### src/rtl/nibble_serial_adder_ctrl.sv
// Adds two WIDTH-bit operands one nibble per clock through an external 4-bit adder.
// The carry is chained between nibbles. Result, carry-out and overflow are held until the next accepted start.
module nibble_serial_adder_ctrl #(
  parameter int WIDTH   = 16,
  parameter int NIBBLES = WIDTH / 4
) (
  input  logic             clk,
  input  logic             rst,
  input  logic             start,
  input  logic [WIDTH-1:0] a,
  input  logic [WIDTH-1:0] b,
  input  logic             c_in,
  output logic [3:0]       add_a,
  output logic [3:0]       add_b,
  output logic             add_cin,
  input  logic [3:0]       add_s,
  input  logic             add_cout,
  output logic             busy,
  output logic             done,
  output logic [WIDTH-1:0] result,
  output logic             c_out,
  output logic             overflow
);

  localparam int CW = (NIBBLES > 1) ? $clog2(NIBBLES) : 1;

  typedef enum logic [1:0] {IDLE, RUN, DONE} state_t;

  state_t           state;
  logic [WIDTH-1:0] a_sh, b_sh, res_sh;
  logic [WIDTH-1:0] a_nx, b_nx, res_nx;
  logic [CW-1:0]    cnt;
  logic             sign_a, sign_b;
  logic             last;

  // Operand registers shift down so that the next nibble is always at [3:0].
  // The sum enters the result register from the top.
  always_comb begin
    a_nx   = a_sh >> 4;
    b_nx   = b_sh >> 4;
    res_nx = (res_sh >> 4) | (WIDTH'(add_s) << (WIDTH - 4));
    last   = (cnt == CW'(NIBBLES - 1));
  end

  always_ff @(posedge clk or posedge rst) begin
    if (rst) begin
      state    <= IDLE;
      a_sh     <= '0;
      b_sh     <= '0;
      res_sh   <= '0;
      cnt      <= '0;
      sign_a   <= 1'b0;
      sign_b   <= 1'b0;
      add_a    <= 4'd0;
      add_b    <= 4'd0;
      add_cin  <= 1'b0;
      busy     <= 1'b0;
      done     <= 1'b0;
      result   <= '0;
      c_out    <= 1'b0;
      overflow <= 1'b0;
    end else begin
      case (state)
        IDLE: begin
          done <= 1'b0;
          if (start) begin
            a_sh    <= a;
            b_sh    <= b;
            cnt     <= '0;
            sign_a  <= a[WIDTH-1];
            sign_b  <= b[WIDTH-1];
            add_a   <= a[3:0];
            add_b   <= b[3:0];
            add_cin <= c_in;
            busy    <= 1'b1;
            state   <= RUN;
          end
        end
        RUN: begin
          a_sh   <= a_nx;
          b_sh   <= b_nx;
          res_sh <= res_nx;
          cnt    <= cnt + CW'(1);
          if (last) begin
            add_a    <= 4'd0;
            add_b    <= 4'd0;
            add_cin  <= 1'b0;
            result   <= res_nx;
            c_out    <= add_cout;
            overflow <= (sign_a == sign_b) && (res_nx[WIDTH-1] != sign_a);
            done     <= 1'b1;
            state    <= DONE;
          end else begin
            add_a   <= a_nx[3:0];
            add_b   <= b_nx[3:0];
            add_cin <= add_cout;
          end
        end
        DONE: begin
          done  <= 1'b0;
          busy  <= 1'b0;
          state <= IDLE;
        end
        default: state <= IDLE;
      endcase
    end
  end

endmodule
### config.mk
export PLATFORM = sky130hd
export DESIGN_NAME = nibble_serial_adder_ctrl
export DESIGN_NICKNAME = d
export VERILOG_FILES = /design/src/rtl/nibble_serial_adder_ctrl.sv
export SDC_FILE = /design/constraint.sdc
export NUM_CORES = 1
export LEC_CHECK = 0
export CAP_MARGIN = 5
export CORE_MARGIN = 2
export CORE_UTILIZATION = 53
export CTS_CLUSTER_DIAMETER = 40
export CTS_CLUSTER_SIZE = 16
export DETAILED_ROUTE_END_ITERATION = 16
export GPL_ROUTABILITY_DRIVEN = 0
export PLACE_DENSITY = 0.95
export SKIP_CTS_REPAIR_TIMING = 1
export SLEW_MARGIN = 25
export SYNTH_ARGS = -nofsm -noshare
export SYNTH_HDL_FRONTEND = slang
export SYNTH_SLANG_ARGS = --single-unit
### constraint.sdc
create_clock -name clk -period 4.5 [get_ports clk]
set_input_delay 1.35 -clock clk [delete_from_list [all_inputs] [get_ports clk]]
set_output_delay 1.35 -clock clk [all_outputs]
set_load 0.005 [all_outputs]
==> results of run 1 <==
==> area by class of cell <==
| class | instances | area, um^2 | share of cell area [%] |
|---|---|---|---|
| flip-flops and latches | 71 | 1780 | 44.7 |
| multi-input cells | 192 | 1140 | 28.7 |
| repair buffers | 75 | 736 | 18.5 |
| clock buffers | 10 | 138 | 3.46 |
| well taps | 72 | 90.1 | 2.26 |
| clock inverters | 6 | 83.8 | 2.11 |
| inverters | 3 | 11.3 | 0.283 |
==> per-layer routing <==
| layer | vias to the layer above | wire length, um | GRT usage [%] |
|---|---|---|---|
| met5 | - | 0 | 0 |
| met2 | 102 | 3580 | 39.2 |
| met4 | 0 | 354 | 18.6 |
| li1 | 1104 | - | - |
| met3 | 34 | 390 | 4.75 |
| met1 | 1161 | 2870 | 29.3 |
==> cells in the final DEF (no fill, tap or decap), types with 3 or more instances in the layout <==
cell type | netlist | routed
nand2_1 | 74 | 74
dfrtp_1 | 71 | 71
clkdlybuf4s50_1 | 0 | 69
o21ai_0 | 30 | 30
mux2_2 | 19 | 19
a22oi_1 | 13 | 13
and2_1 | 12 | 12
a31oi_1 | 12 | 12
clkbuf_8 | 0 | 10
nor2b_1 | 8 | 8
mux2i_1 | 7 | 7
buf_4 | 1 | 6
clkinv_2 | 0 | 3
==> cells by family after synthesis <==
logic type,synth area share [%]
buffers and inverters,3.44
DFF,58.9
muxes,9.41
adders and majority gates,0.415
and+or+nand+nor,15.7
AOI/OAI and AO/OA,12.2
==> worst register-to-register path, delay by kind of cell (launching register included) <==
| family | cells | cell delay [ns] |
|---|---|---|
| AND/OR/NAND/NOR | 1 | 0.80 |
| multiplexers | 1 | 0.56 |
| flip-flops | 1 | 0.37 |
| buffers and inverters | 1 | 0.25 |
==> flip-flops by register name, summed over array words and instances, names as in the netlist, 2 cells and up <==
name    flops
res_sh     12
b_sh       12
add_b       4
cnt         2
a_sh       12
result     16
add_a       4
state       2
==> through the flow <==
stage / hold slack (ns) / total power, mW / util (%) / setup WS (ns) / cell area (um^2)
after global placement: 0.455 / 2.01 / 68.2 / 1.33 / 3760
after floorplan: 0.442 / 1.65 / - / 1.35 / 3020
after global routing: 0.505 / 2.83 / 72.2 / 1.52 / 3980
after CTS: 0.480 / 2.67 / 72.2 / 1.59 / 3980
final: 0.481 / 2.66 / 72.2 / 1.55 / 3980
after detailed placement: 0.465 / 2.09 / 68.2 / 1.30 / 3760
==> power groups by stage <==
stage               registers, mW  clock network (mW)  logic (mW)
detailed placement           1.10                   0       0.990
global placement             1.08                   0       0.937
floorplan                    1.07                   0       0.584
global route                 1.12               0.595        1.11
finish                       1.09               0.561        1.00
CTS                          1.09               0.564        1.01
==> final timing paths <==
path,to,slack (ns),cells after the start
setup / recovery,b_sh[6],1.55,4
hold / removal,a_sh[9],0.48,2
setup reg to reg,result[10],2.41,3
hold reg to reg,a_sh[9],0.48,2
max in group asynchronous,res_sh[12],2.27,3
min in group asynchronous,add_a[0],1.22,2
==> impl_metrics.yaml, run 1 <==
synthesis:
  syn_area_per_cell_um2: 10.6
  yosysWarnings: 0
  ys.flop_type: "dfrtp_1"
  synth_edf_count: 0
  synth_seq_cells: 71
  synth_fp_nets: 327
  yosys-top-cells-area: "dfrtp_1 (59%), nand2_1 (9.2%), mux2_2 (7.1%)"
  async_reset_ff_share_pct: 100
  yosysTopAreaCellShare_pct: 58.9
  synth.distinct_cells: 26
  ys_seq_area_share_pct: 58.9
  synthesis.area_mm2: 0.00302
  syn_inst: 285
  yosysMostFrequentCell: "nand2_1"
  ys_top_cells_by_count: "nand2_1 (74), dfrtp_1 (71), o21ai_0 (30), mux2_2 (19), buf_2 (14)"
  synth_top_area_cell: "dfrtp_1"
global_routing:
  grt_pass1_wl_mm: 11.7
  grt_overflow: 0
  grt_max_degree: 63
  grt_pass1_vias: 2453
  antenna_found_initial: 0
  grt_usage_pct: 24.6
worst_setup_path:
  path_max_fanout: 16
  cpPeakStageDelay_ns: 0.92
  crit_type: "in -> reg"
  cp.arrival_ns: 3.20
  cp-end-kind: "register"
  cp_cell_sequence: "clkdlybuf4s50_1 > nor2b_1 > a22oi_1 > o21ai_0"
  path_buf_inv: 1
  cp-startpoint: "start"
  cp_slowest_cell: "clkdlybuf4s50_1"
  cp_top_family: "buffers and inverters"
  required_ns: 4.75
  crit_path_start_kind: "input pin"
  r2r_start: "state[1]"
die:
  fp.dieW_um: 79.5
  start_util_pct: 54.8
  placementRows: 27
  fp.dieH_um: 79.5
  core_region_area_mm2: 0.00551
  die_area_mm2: 0.00631
  io_pins: 70
route:
  via_count: 2401
  avgRoutedWirePerCell_um: 16.8
  wirelength_mm: 7.19
  drcViolationCount: 0
  dr.first_iter.drc_count: 211
  viasPerCell: 5.60
  first_pass_iters: 4
  ant_nets: 0
timing:
  setup_viol: 0
  finalHoldViolations: 0
  fmax_ghz: 0.338
  tightest_slew_ns: 0.968
  slew_headroom_pct: 35.2
  finalClockSkew_ns: 0.00732
  fin_crit_sh_pct: 65.7
  drv_slew: 0
  rsz0062_at_grt: "false"
  fin_tns_setup_ns: 0
  fin_crit_ns: 2.95
power:
  p_int_mw: 1.76
  switching_share_pct: 34.0
  combPwrFrac_pct: 37.7
  seqPwrFrac_pct: 41.2
  irDropWorstVdd_uv: 322
  power.density_mw_per_mm2: 668
  clock_power_share_pct: 21.1
  leakage_nw: 1.80
  p_switching_mw: 0.903
finish:
  layout-drive-gt1-share_pct: 12.6
  nNetsFinal: 394
  finalNonFillerCells: 429
  syn_to_final_growth_pct: 31.8
  n_antenna_cell: 0
  nFillCells: 367
clock_network:
  clk_path_buf_depth: 2
  cts_buffers: 9
  insertion_delay_ns: 0.35
  htree_levels: 3
  clkSinkCount: 71
  cts_tree: "done"
  root_buffer: "clkbuf_8"
  cts.reportedPaths.clkPinSlew_ns: 0.07
place:
  dp.cells: 413
  io_buffers: 69
  dpl.hpwl_mm: 4.61
min_path:
  hp-class: "reg -> reg"
  worstHoldStart: "a_sh[9]"
run_status:
  outcome: "finished, final reports clean"
job:
  maxCapViolations: 0
Note: power is estimated with default switching activity, not from simulation.
==> run 2, diff against run 1 <==
--- a/config.mk
+++ b/config.mk
@@ -7,12 +7,12 @@
 export LEC_CHECK = 0
 export CAP_MARGIN = 5
 export CORE_MARGIN = 2
-export CORE_UTILIZATION = 53
+export CORE_UTILIZATION = 50
 export CTS_CLUSTER_DIAMETER = 40
 export CTS_CLUSTER_SIZE = 16
 export DETAILED_ROUTE_END_ITERATION = 16
 export GPL_ROUTABILITY_DRIVEN = 0
-export PLACE_DENSITY = 0.95
+export PLACE_DENSITY = 0.92
 export SKIP_CTS_REPAIR_TIMING = 1
 export SLEW_MARGIN = 25
 export SYNTH_ARGS = -nofsm -noshare
==> constraint.sdc (replaced) <==
create_clock -name clk -period 2.8 [get_ports clk]
set_input_delay 0.84 -clock clk [delete_from_list [all_inputs] [get_ports clk]]
set_output_delay 0.84 -clock clk [all_outputs]
set_load 0.005 [all_outputs]
==> impl_metrics.yaml, run 2 (same netlist as run 1, synthesis figures left out) <==
run_status:
  outcome: "finished, final reports clean"
route:
  viasPerCell: 5.33
  via_count: 2307
  ant_nets: 0
  first_pass_iters: 4
  m1WireLength_mm: 2.76
  avgRoutedWirePerCell_um: 15.0
  dr.max_layer_used: "met4"
  dr_wl_met3_um: 286
  dr.first_iter.drc_count: 157
  met2_length_mm: 3.24
  drcViolationCount: 0
  wirelength_mm: 6.49
worst_setup_path:
  path_max_fanout: 3
  r2r_setup_slack_ns: 0.90
  path_buf_inv: 1
  ff2ff_path_depth: 3
  cpPeakStageDelay_ns: 0.51
  crit_path_start_kind: "register"
  cp-startpoint: "add_b[3]"
  r2r_start: "state[1]"
  crit_type: "reg -> out"
  r2r-end: "b_sh[12]"
  cp-end-kind: "primary output"
  required_ns: 1.96
  cp.arrival_ns: 1.25
  cp_top_family: "buffers and inverters"
  cp_slowest_cell: "clkdlybuf4s50_1"
  cp.depth: 1
  worstSetupEndpoint: "add_b[3]"
  cp_cell_sequence: "clkdlybuf4s50_1"
finish:
  nFillCells: 429
  layout-drive-gt1-share_pct: 12.6
  n_antenna_cell: 0
  largest_reg_flops: 16
  fin_util_pct: 67.2
  syn_to_final_growth_pct: 31.1
  top_register: "result"
  layout_commonest_cell: "nand2_1"
  finalNonFillerCells: 433
  fin_area_mm2: 0.00396
  nNetsFinal: 395
  final_cell_mix: "nand2_1 (74), dfrtp_1 (71), clkdlybuf4s50_1 (69)"
die:
  fp.dieW_um: 81.7
  core_region_area_mm2: 0.00589
  io_pins: 70
  placementRows: 28
  start_util_pct: 51.3
  fp.dieH_um: 81.7
  die_area_mm2: 0.00667
power:
  p_switching_mw: 1.38
  clock_power_share_pct: 17.7
  irDropWorstVdd_uv: 587
  power.density_mw_per_mm2: 1020
  seqPwrFrac_pct: 44.2
  switching_share_pct: 34.1
  leakage_nw: 1.79
  p_int_mw: 2.67
  combPwrFrac_pct: 38.1
global_routing:
  grt_overflow: 0
  grt_max_degree: 72
  grt_usage_pct: 21.4
  grt_pass1_vias: 2325
  antenna_found_initial: 0
  grt_pass1_wl_mm: 10.8
timing:
  fmax_ghz: 0.479
  tightest_slew_ns: 0.769
  finalClockSkew_ns: 0.00462
  rsz0062_at_grt: "false"
  fin_ws_ns: 0.713
  fin_crit_ns: 2.09
  drv_slew: 0
  slew_headroom_pct: 48.7
  finalHoldViolations: 0
  fin_tns_setup_ns: 0
  setup_viol: 0
  fin_crit_sh_pct: 74.5
place:
  dpl.hpwl_mm: 4.48
  placed_area_mm2: 0.00378
  io_buffers: 69
  dp.cells: 417
  dp_slack_ns: 0.477
min_path:
  hp-class: "reg -> reg"
clock_network:
  htree_levels: 3
  insertion_delay_ns: 0.34
  clkSinkCount: 71
  root_buffer: "clkbuf_8"
  cts.reportedPaths.clkPinSlew_ns: 0.07
  clk_path_buf_depth: 2
  cts_buffers: 9
  cts_tree: "done"
job:
  maxCapViolations: 0
## run 2: worst min-delay path by stage
stage              start         to  cells past startpoint
2_1_floorplan  res_sh[4]  res_sh[4]                      2
3_3_place_gp     a_sh[9]    a_sh[9]                      2
3_5_place_dp     a_sh[8]    a_sh[8]                      2
4_1_cts          a_sh[8]    a_sh[8]                      2
5_1_grt        res_sh[6]  res_sh[6]                      2
6_report         a_sh[8]    a_sh[8]                      2
## run 2: per-layer routing
| metal | vias to the layer above | track usage (%) |
|---|---|---|
| li1 | 1110 | - |
| met1 | 1109 | 27.9 |
| met2 | 67 | 34.4 |
| met3 | 21 | 3.30 |
| met4 | 0 | 12.2 |
| met5 | - | 0 |
## run 2: final cells by class
type                    count  area [um^2]  share of cell area (%)
clock inverters             4         20.0                   0.506
multi-input cells         192         1140                    28.9
repair buffers             76          756                    19.1
flip-flops and latches     71         1780                    44.9
clock buffers              12          155                    3.92
well taps                  75         93.8                    2.37
inverters                   3         11.3                   0.285
## run 2: power by group through the flow
stage | registers (mW) | logic (mW) | clock network (mW)
floorplan | 1.71 | 0.939 | 0
global placement | 1.77 | 1.47 | 0
detailed placement | 1.80 | 1.55 | 0
CTS | 1.78 | 1.56 | 0.729
global route | 1.85 | 1.73 | 0.779
finish | 1.79 | 1.54 | 0.717
## run 2: per-stage QoR
step | hold slack, ns | total power, mW
global placement | 0.454 | 3.24
finish | 0.480 | 4.04
CTS | 0.479 | 4.08
detailed placement | 0.464 | 3.35
floorplan | 0.442 | 2.65
global route | 0.500 | 4.36
==> patch (settings of run 2) <==
`WIDTH`: 16 -> 8.
--- a/src/rtl/nibble_serial_adder_ctrl.sv
+++ b/src/rtl/nibble_serial_adder_ctrl.sv
@@ -3,3 +3,3 @@
 module nibble_serial_adder_ctrl #(
-  parameter int WIDTH   = 16,
+  parameter int WIDTH   = 8,
   parameter int NIBBLES = WIDTH / 4
Interface: changed (resized a, b and result); port bits go from 70 to 46. The function was not compared with the original's and may differ.
==> patch against run 2 <==
Critical path depth unchanged. Wire length fell by 46%. Design area decreased by 44%. Via count down 45%. Combinational power down 39%. Setup slack improved by 0.025 ns. Power decreased by 45%. Area after synthesis is 44% lower. Sequential cell count shrank 33. Final cell count fell by 43%. Die area decreased by 42%. Critical path type unchanged.
==> patch: results (changes against run 2) <==
.. list-table::
   :header-rows: 1

   * - Metric
     - Value
   * - Data arrival, critical path
     - 1.22 ns (was 1.25 ns)
   * - DR iter-0 viols
     - 54 (was 157)
   * - Worst ir drop on vdd
     - 0.000546 V (was 0.000587 V)
   * - Net count reported at finish
     - 224 (was 395)
   * - Initial antenna violation count
     - 0 (unchanged)
   * - Dominant cells by area after synthesis
     - sky130_fd_sc_hd__dfrtp_1 (57%), sky130_fd_sc_hd__mux2_2 (10%), sky130_fd_sc_hd__a21oi_1 (6.3%) (was sky130_fd_sc_hd__dfrtp_1 (59%), sky130_fd_sc_hd__nand2_1 (9.2%), sky130_fd_sc_hd__mux2_2 (7.1%))
   * - Layout cell share with drive strength beyond 1
     - 0.160 (was 0.126)
   * - Outcome
     - finished, final reports clean (unchanged)
   * - Pin count of the biggest net entering global routing
     - 39 (was 72)
   * - Fill count
     - 264 (was 429)
   * - Commonest cells post-synth
     - sky130_fd_sc_hd__dfrtp_1 (38), sky130_fd_sc_hd__a21oi_1 (21), sky130_fd_sc_hd__nand2_1 (21), sky130_fd_sc_hd__o21ai_0 (18), sky130_fd_sc_hd__mux2_2 (15) (was sky130_fd_sc_hd__nand2_1 (74), sky130_fd_sc_hd__dfrtp_1 (71), sky130_fd_sc_hd__o21ai_0 (30), sky130_fd_sc_hd__mux2_2 (19), sky130_fd_sc_hd__buf_2 (14))
   * - Cts bufs inserted
     - 5 (was 9)
   * - Wire length of the first global-routing pass
     - 5.61 mm (was 10.8 mm)
   * - Tot GR Track Use
     - 0.210 (was 0.214)
   * - Setup clock skew after layout
     - 0.00824 ns (was 0.00462 ns)
   * - Internal Pwr Total
     - 0.00150 W (was 0.00267 W)
   * - Clock-pin slew on the worst setup and hold paths
     - 0.11 ns (was 0.07 ns)
   * - Number of levels the H-tree was split into
     - 2 (was 3)
   * - Cells after synthesis
     - 153 (was 285)
   * - Synth unique cells
     - 21 (was 26)
   * - Vias in the first global route
     - 1,170 (was 2,325)
   * - Main synth FF type
     - sky130_fd_sc_hd__dfrtp_1 (unchanged)
   * - Master cell of the clock root buffer
     - sky130_fd_sc_hd__clkbuf_4 (was sky130_fd_sc_hd__clkbuf_8)
   * - Post-DP Area
     - 0.00216 mm² (was 0.00378 mm²)
   * - Leakage power of the design
     - 0.937 nW (was 1.79 nW)
   * - Worst Tran Pin Value
     - 0.653 ns (was 0.769 ns)
   * - Average detailed-routed wire length per instance
     - 14.3 µm (was 15.0 µm)
   * - Drt via density
     - 5.15 (was 5.33)
patch: worst paths after layout:
check	from	slack, ns	cells past startpoint	to
min in group asynchronous	rst	0.90	3	state[1]
worst min-delay path	overflow	0.50	2	overflow
worst max-delay path	busy	0.74	1	busy
worst max register to register	state[0]	0.94	2	result[4]
max in group asynchronous	rst	1.55	3	b_sh[5]
worst min register to register	overflow	0.50	2	overflow
patch: final cells by class:
cell class                 count  area, µm²  area share
clock buffer                   7       55.1      0.0248
tap                           46       57.6      0.0259
sequential                    38        951       0.428
multi-input combinational    102        663       0.298
inverter                       3       11.3     0.00506
timing repair buffer          49        480       0.216
clock inverter                 1       5.00     0.00225
patch: layer usage:
layer,track usage,vias to the layer above,wire [µm]
met5,0,-,0
li1,-,624,-
met1,0.271,601,1570
met4,0.109,0,51
met2,0.313,38,1720
met3,0.0745,4,180
patch: power groups by stage:
stage,clock [W],combinational (W),sequential [W]
floorplan,0,0.000589,0.000946
finish,0.000299,0.000945,0.000992
global route,0.000333,0.00105,0.00103
global placement,0,0.000913,0.000989
detailed placement,0,0.000955,0.00100
CTS,0.000310,0.000958,0.000991
patch: per-stage QoR:
| step | utilization | hold slack [ns] | power [W] | setup slack [ns] |
|---|---|---|---|---|
| global route | 0.677 | 0.519 | 0.00241 | 0.660 |
| global placement | 0.659 | 0.462 | 0.00190 | 0.552 |
| CTS | 0.677 | 0.499 | 0.00226 | 0.707 |
| finish | 0.677 | 0.495 | 0.00224 | 0.738 |
| floorplan | - | 0.456 | 0.00153 | 1.10 |
| detailed placement | 0.659 | 0.472 | 0.00196 | 0.474 |
patch: kinds of logic (layout without fill, tap and decap cells):
kind of cell | after synthesis | after routing | synth area share
AOI/OAI and AO/OA | 41 | 41 | 0.126
buffers and inverters | 13 | 60 | 0.0402
DFF | 38 | 38 | 0.565
muxes | 15 | 15 | 0.100
and+or+nand+nor | 46 | 46 | 0.168
